[src/rtl/jk7_down_counter.sv]
// jk7_down_counter: modulo-7 down counter built from JK flip-flop cells,
// with cascadable borrow out and a sticky underflow flag.
module jk7_down_counter (
   input  logic       Cp,
   input  logic       R,
   input  logic       En,
   input  logic       Ld,
   input  logic [2:0] D,
   input  logic       Clr,
   output logic       y1,
   output logic       y2,
   output logic       y3,
   output logic       Bo,
   output logic       Uf
);
   logic [2:0] q;
   logic [2:0] nxt;
   logic [2:0] j;
   logic [2:0] k;
   logic       wrap;
   // Illegal state 7 recovers to 6 whenever no load is requested.
   always_comb begin
      nxt = Ld ? ((D == 3'd7) ? 3'd6 : D)
          : (q == 3'd7) ? 3'd6
          : En ? ((q == 3'd0) ? 3'd6 : 3'(q - 3'd1))
          : q;
      j = nxt & ~q;
      k = ~nxt & q;
   end
   assign wrap = En & ~Ld & (q == 3'd0);
   assign Bo   = wrap;
   assign {y3, y2, y1} = q;
   always_ff @(posedge Cp or negedge R) begin
      if (!R) begin
         q  <= 3'd0;
         Uf <= 1'b0;
      end else begin
         for (int i = 0; i < 3; i++) q[i] <= (j[i] & ~q[i]) | (~k[i] & q[i]);
         Uf <= wrap | (Uf & ~Clr);
      end
   end
endmodule

[config.mk]
export PLATFORM = sky130hd
export DESIGN_NAME = jk7_down_counter
export DESIGN_NICKNAME = d
export VERILOG_FILES = /design/src/rtl/jk7_down_counter.sv
export SDC_FILE = /design/constraint.sdc
export NUM_CORES = 1
export LEC_CHECK = 0
export BUFFER_PORTS_ARGS = -buffer_cell sky130_fd_sc_hd__buf_4
export CAP_MARGIN = 0
export CORE_AREA = 10 10 47 49
export CTS_CLUSTER_DIAMETER = 150
export CTS_CLUSTER_SIZE = 20
export DETAILED_ROUTE_END_ITERATION = 7
export DIE_AREA = 0 0 57 59
export GPL_TIMING_DRIVEN = 0
export PLACE_DENSITY = 0.47
export SLEW_MARGIN = 20
export SYNTH_ARGS = -nofsm -noshare
export SYNTH_HDL_FRONTEND = slang
export SYNTH_SLANG_ARGS = --single-unit
[constraint.sdc]
create_clock -name Cp -period 1.2 [get_ports Cp]
set_input_delay 0.12 -clock Cp [delete_from_list [all_inputs] [get_ports Cp]]
set_output_delay 0.12 -clock Cp [all_outputs]
set_load 0.02 [all_outputs]
* Word level (Yosys, flattened, before mapping) *
Index checks and enable logic that the tools add are counted.
Widths: inputs -> output; s select.

operators by class
  add/sub/neg operators = 1
  equal/unequal tests = 2
  mux-type cells = 5
  bitwise logic cells = 25
  reductions and logical operators = 1

operator list
  cell                 number
  $mux 3               5
  $and 1x1->1          9
  $not 1->1            8
  $and 3x3->3          2
  $eq 3x3->1 const B   2
  $not 3->3            2
  $or 1x1->1           4
  $logic_not 3->1      1
  $sub 3x1->3 const B  1

storage, ports and cells
  flip-flop bits (word level) = 4
  input bits = 8
  output and inout bits = 5
  logic and storage cells = 36

* Logic depth before layout (Yosys ltp) *
  depth in word-level cells = 10
  mapped depth = 5

* Least setup slack after synthesis *
No wires, ideal clock.

  path kind = flip-flop to flip-flop
  start = reg q[0]
  end = reg Uf
  setup time = 0.065 ns
  arrival time = 1.338 ns
  path slack = -0.203 ns
  cell stages (with the launch flop) = 6
  path buffers = 0
  cells stage by stage = dfrtp_1 inv_1 ha_1 nand2b_4 nor3b_2 a21o_1

on the way
  longest elaborated chain between the ends = 3

ends and longest elaborated chain
  item                    line  source
  from (decl)             16    logic [2:0] q;
  from (signal assigned)  35    q <= 3'd0;
  $logic_not 3->1         30    assign wrap = En & ~Ld & (q == 3'd0);
  $and 1x1->1             30
  named net Bo            13    output logic Bo,
  $or 1x1->1              39    Uf <= wrap | (Uf & ~Clr);
  to (signal assigned)    39
  to (decl)               14    output logic Uf

The timed path passes the listed nets, and every way through them passes these cells.

* Worst setup path in the final report *
  start = reg q[1]
  end = out Bo

on the way
  longest elaborated chain between the ends = 2

ends and longest elaborated chain
  item             line
  $logic_not 3->1  30
  $and 1x1->1      30
  to (decl)        13

Every way passes these cells.

==> results.md <==
Outcome:
- The flow ran to the end, but the final reports show violations.
- The checks that failed: negative setup slack.

Finish:
- The fraction of layout cells with a size suffix above 1 is 56.0%.
- The layout overhead on the synthesized area is 83.1%.
- The final antenna diode count is 0.
- The fraction of the core area covered by cells at the end of the flow is a little over a third.
- For this run, the post-layout net count is 62.
- The layout filler cell count is 157.

Synthesis:
- The total standard cell area after synthesis is about 270 um^2.
- The number of nets handed over by synthesis was 39.
- Sequential cells were found to cover 37.6% of the synthesized design area.
- By instance count, the leading cell after synthesis is sky130_fd_sc_hd__dfrtp_1.
- sky130_fd_sc_hd__dfrtp_1 takes more of the synthesized area than any other cell.
- After technology mapping, the gate count stands at 28.
- The commonest register cell after synthesis is sky130_fd_sc_hd__dfrtp_1.
- The post-synthesis average cell area is about 9.5 um^2.
- Ranked by total cell area, the synthesized netlist is headed by sky130_fd_sc_hd__dfrtp_1, sky130_fd_sc_hd__ha_1, sky130_fd_sc_hd__a21oi_1.
- The count of flip-flops with a built-in enable after synthesis is 0.
- The share of flip-flops with an asynchronous set or reset after synthesis is between 90% and 100%.
- The synthesized design contains 4 register bits.
- The number of different library cells used by synthesis comes to 15.
- The Yosys warning count is 0.
- The area fraction of the dominant cell type after synthesis is a little under two fifths.

Detailed routing:
- The final routed wire length divided by cell count is between 10 and 15 um.
- The number of DRC violations after detailed routing is 0.
- The via count is about 290.
- The total detailed-routing wirelength is between 700 and 800 um.
- The first-pass iteration count of the detailed router is 4.
- The count of nets left with antenna violations after detail routing is 0.
- After the first detailed-routing iteration, the DRC count stood at 3.
- The ratio of routed vias to standard cells is ~4.3.

Setup path:
- The slack of the worst reg-to-reg path is -0.16 ns.
- The slowest stage of the critical path belongs to the cell sky130_fd_sc_hd__dfrtp_2.
- On the worst path, the slowest cell contributes a delay of between 0.4 and 0.5 ns.
- At the worst endpoint, the required time is between 1 and 1.5 ns.
- In this run the worst path has a maximum fanout of 2.
- The worst register-to-register path ends at q[2].
- The data arrival time of the critical path is around 1.3 ns.
- The signal on the critical path passes through inv_2 > ha_4 > nand2b_4 > nor3b_4 > buf_6.
- The cell count of the worst reg-to-reg path is 7.
- The launching point of the worst reg2reg path is q[1].
- The kind of end point of the critical path is a primary output.
- The critical path start-end classification is reg2out.
- The worst setup path is launched from a register.

STA:
- Setup total negative slack on the finished layout was measured at -0.402 ns.
- The final hold slack is approximately 0.11 ns.
- Setup violations remaining at the end of the flow were counted as 3.
- The minimum clock period after layout is approximately 1.4 ns.
- The number of pins with negative max-slew slack in the final report was 0.
- The final hold violation count is 0.
- The worst clock skew is ~0.013 ns.
- The minimum setup slack in the final design is -0.194 ns.
- For the pin with the worst max-slew slack, the measured transition is 0.200 ns.
- The worst pin sits at a relative slew slack of 86.7%.
- The worst path uses 116% of the clock period.
- Setup repair after global routing could not meet its margin everywhere.
- Timing would allow up to between 0.7 and 0.8 GHz.

Pwr:
- The fraction of power spent switching nets is between 30% and 40%.
- In this run the static leakage power is approximately 0.00024 uW.
- The maximum resistive drop on vdd is 0.427 mV.
- The cell internal power dissipation is 391 uW.
- The part of the total power dissipated in the clock network is 32.9%.
- Of the total power, combinational logic draws about 38%.
- Registers are responsible for between 20% and 30% of the overall power.
- Summed over all nets, the switching power comes to approximately 180 uW.
- Power spread over the standard cell area amounts to between 1000 and 1500 mW/mm^2.

Clock network:
- In this run the deepest clock path goes through 2 buffers.
- The number of buffers created by CTS is 3.
- The tree is rooted in a sky130_fd_sc_hd__clkbuf_4.
- The clock sink count is 4.
- The later pin in the worst-skew pair is clocked with a latency of approximately 0.24 ns.
- TritonCTS built the clock tree.
- The clock input transition at the sequential cells of the worst setup and hold paths is around 0.050 ns.
- CTS built an H-tree with a depth of 1.

Die:
- The floorplan step defined a core boundary enclosing ~0.0014 mm^2.
- The floorplan has 14 rows.
- The height of the chip is 59 um.
- The die covers 0.00336 mm^2.
- The number of top-level design ports is 13.
- The x dimension of the die is between 50 and 60 um.
- Once the floorplan was initialized, standard cells occupied about a fifth of the core.

GRT:
- The number of antenna violations at the first check in global routing is 0.
- The first global-routing pass estimated 1.17 mm of wire.
- For this run the aggregate overflow at the end of global routing stands at 0.
- Global routing used under 10% of the available tracks.
- The maximum number of pins on one net before global-route repair is 8.
- The via count of the first global-routing pass is between 200 and 300.

Worst hold path:
- In this run the most critical hold path is launched from D[2].
- In this run the worst hold path is classified as in2reg.
- For hold timing, the worst endpoint is q[2].
- Along the worst hold path, the cell count comes to 3.

Job:
- Across the run, the number of max-cap violations was 0.

Placement:
- The detailed-placement wirelength estimate is ~550 um.
- The count of input and output buffers is 12.
- The congestion estimate from routability-driven global placement came to about 0.62.
## critical path, delay by kind of cell, from the launching register on
family,cells,cell delay (ns)
adders and majority gates,1,0.15
buffers and inverters,2,0.22
DFF,1,0.41
and+or+nand+nor,2,0.25
## registers in the layout (all words and copies together) (netlist names)
register,flops
q,3
Uf,1
## cell usage in the layout, fill, tap and decap left out, types with 2 or more instances in the layout
master and instances:
sky130_fd_sc_hd__a21oi_1 3, sky130_fd_sc_hd__buf_4 16, sky130_fd_sc_hd__clkbuf_4 3, sky130_fd_sc_hd__dfrtp_1 2, sky130_fd_sc_hd__dfrtp_2 2, sky130_fd_sc_hd__ha_4 2
sky130_fd_sc_hd__inv_2 2, sky130_fd_sc_hd__nand2_1 3, sky130_fd_sc_hd__o21ai_1 3
## cell families (layout without fill, tap and decap cells)
logic type	count (synthesis)	count (layout)	share of synthesized area, %
flip-flops	4	4	37.6
buffers and inverters	3	25	4.23
AND/OR/NAND/NOR	8	8	21.6
AO/OA/AOI/OAI	10	10	22.5
adder cells (fa/ha/maj)	3	3	14.1
## per-layer routing
metal,track usage [%],vias to the layer above,share of wire [%]
met1,4.17,132,42
met2,6.36,12,44
met4,3.02,0,0
li1,-,143,-
met3,4.51,0,13
met5,0,-,0
## layout make-up
| type | instances | area, um^2 | area share (%) |
|---|---|---|---|
| Sequential cell | 4 | 103 | 21.0 |
| Tap cell | 16 | 20.0 | 4.10 |
| Multi-Input combinational cell | 21 | 186 | 38.2 |
| Inverter | 3 | 11.3 | 2.31 |
| Timing Repair Buffer | 18 | 141 | 29.0 |
| Clock buffer | 4 | 26.3 | 5.38 |
## power by group through the flow
| stage | combinational, uW | sequential (uW) | clock (uW) |
|---|---|---|---|
| floorplan | 79.5 | 192 | 0 |
| detailed placement | 167 | 175 | 0 |
| finish | 214 | 169 | 188 |
| global placement | 167 | 175 | 0 |
| global route | 235 | 171 | 213 |
| CTS | 203 | 169 | 199 |
## worst max path at each step
stage,endpoint,start,slack [ns]
floorplan,Uf,q[1],-0.01
global placement,q[2],q[0],-0.03
detailed placement,q[2],q[0],-0.03
CTS,Bo,q[1],-0.23
global route,Bo,q[0],-0.26
finish,Bo,q[1],-0.19
## metrics by stage
step	total power (uW)	worst slack (ns)	instance area, um^2	instances
after floorplan	272	-0.0124	288	28
after global placement	343	-0.0341	398	56
after detailed placement	343	-0.0295	398	56
after CTS	571	-0.231	470	65
after global routing	620	-0.256	488	66
final	571	-0.194	488	66
## what timing repair did
action / CTS / global route
endpoints found under the hold margin: 4 / 0
setup buffers: 4 / 1
hold buffers: 1 / 0
gates resized for setup: 4 / 1
pin swaps: 2 / 2
setup endpoints to repair: 2 / 4
No activity file was read; power rests on OpenSTA's default activity.
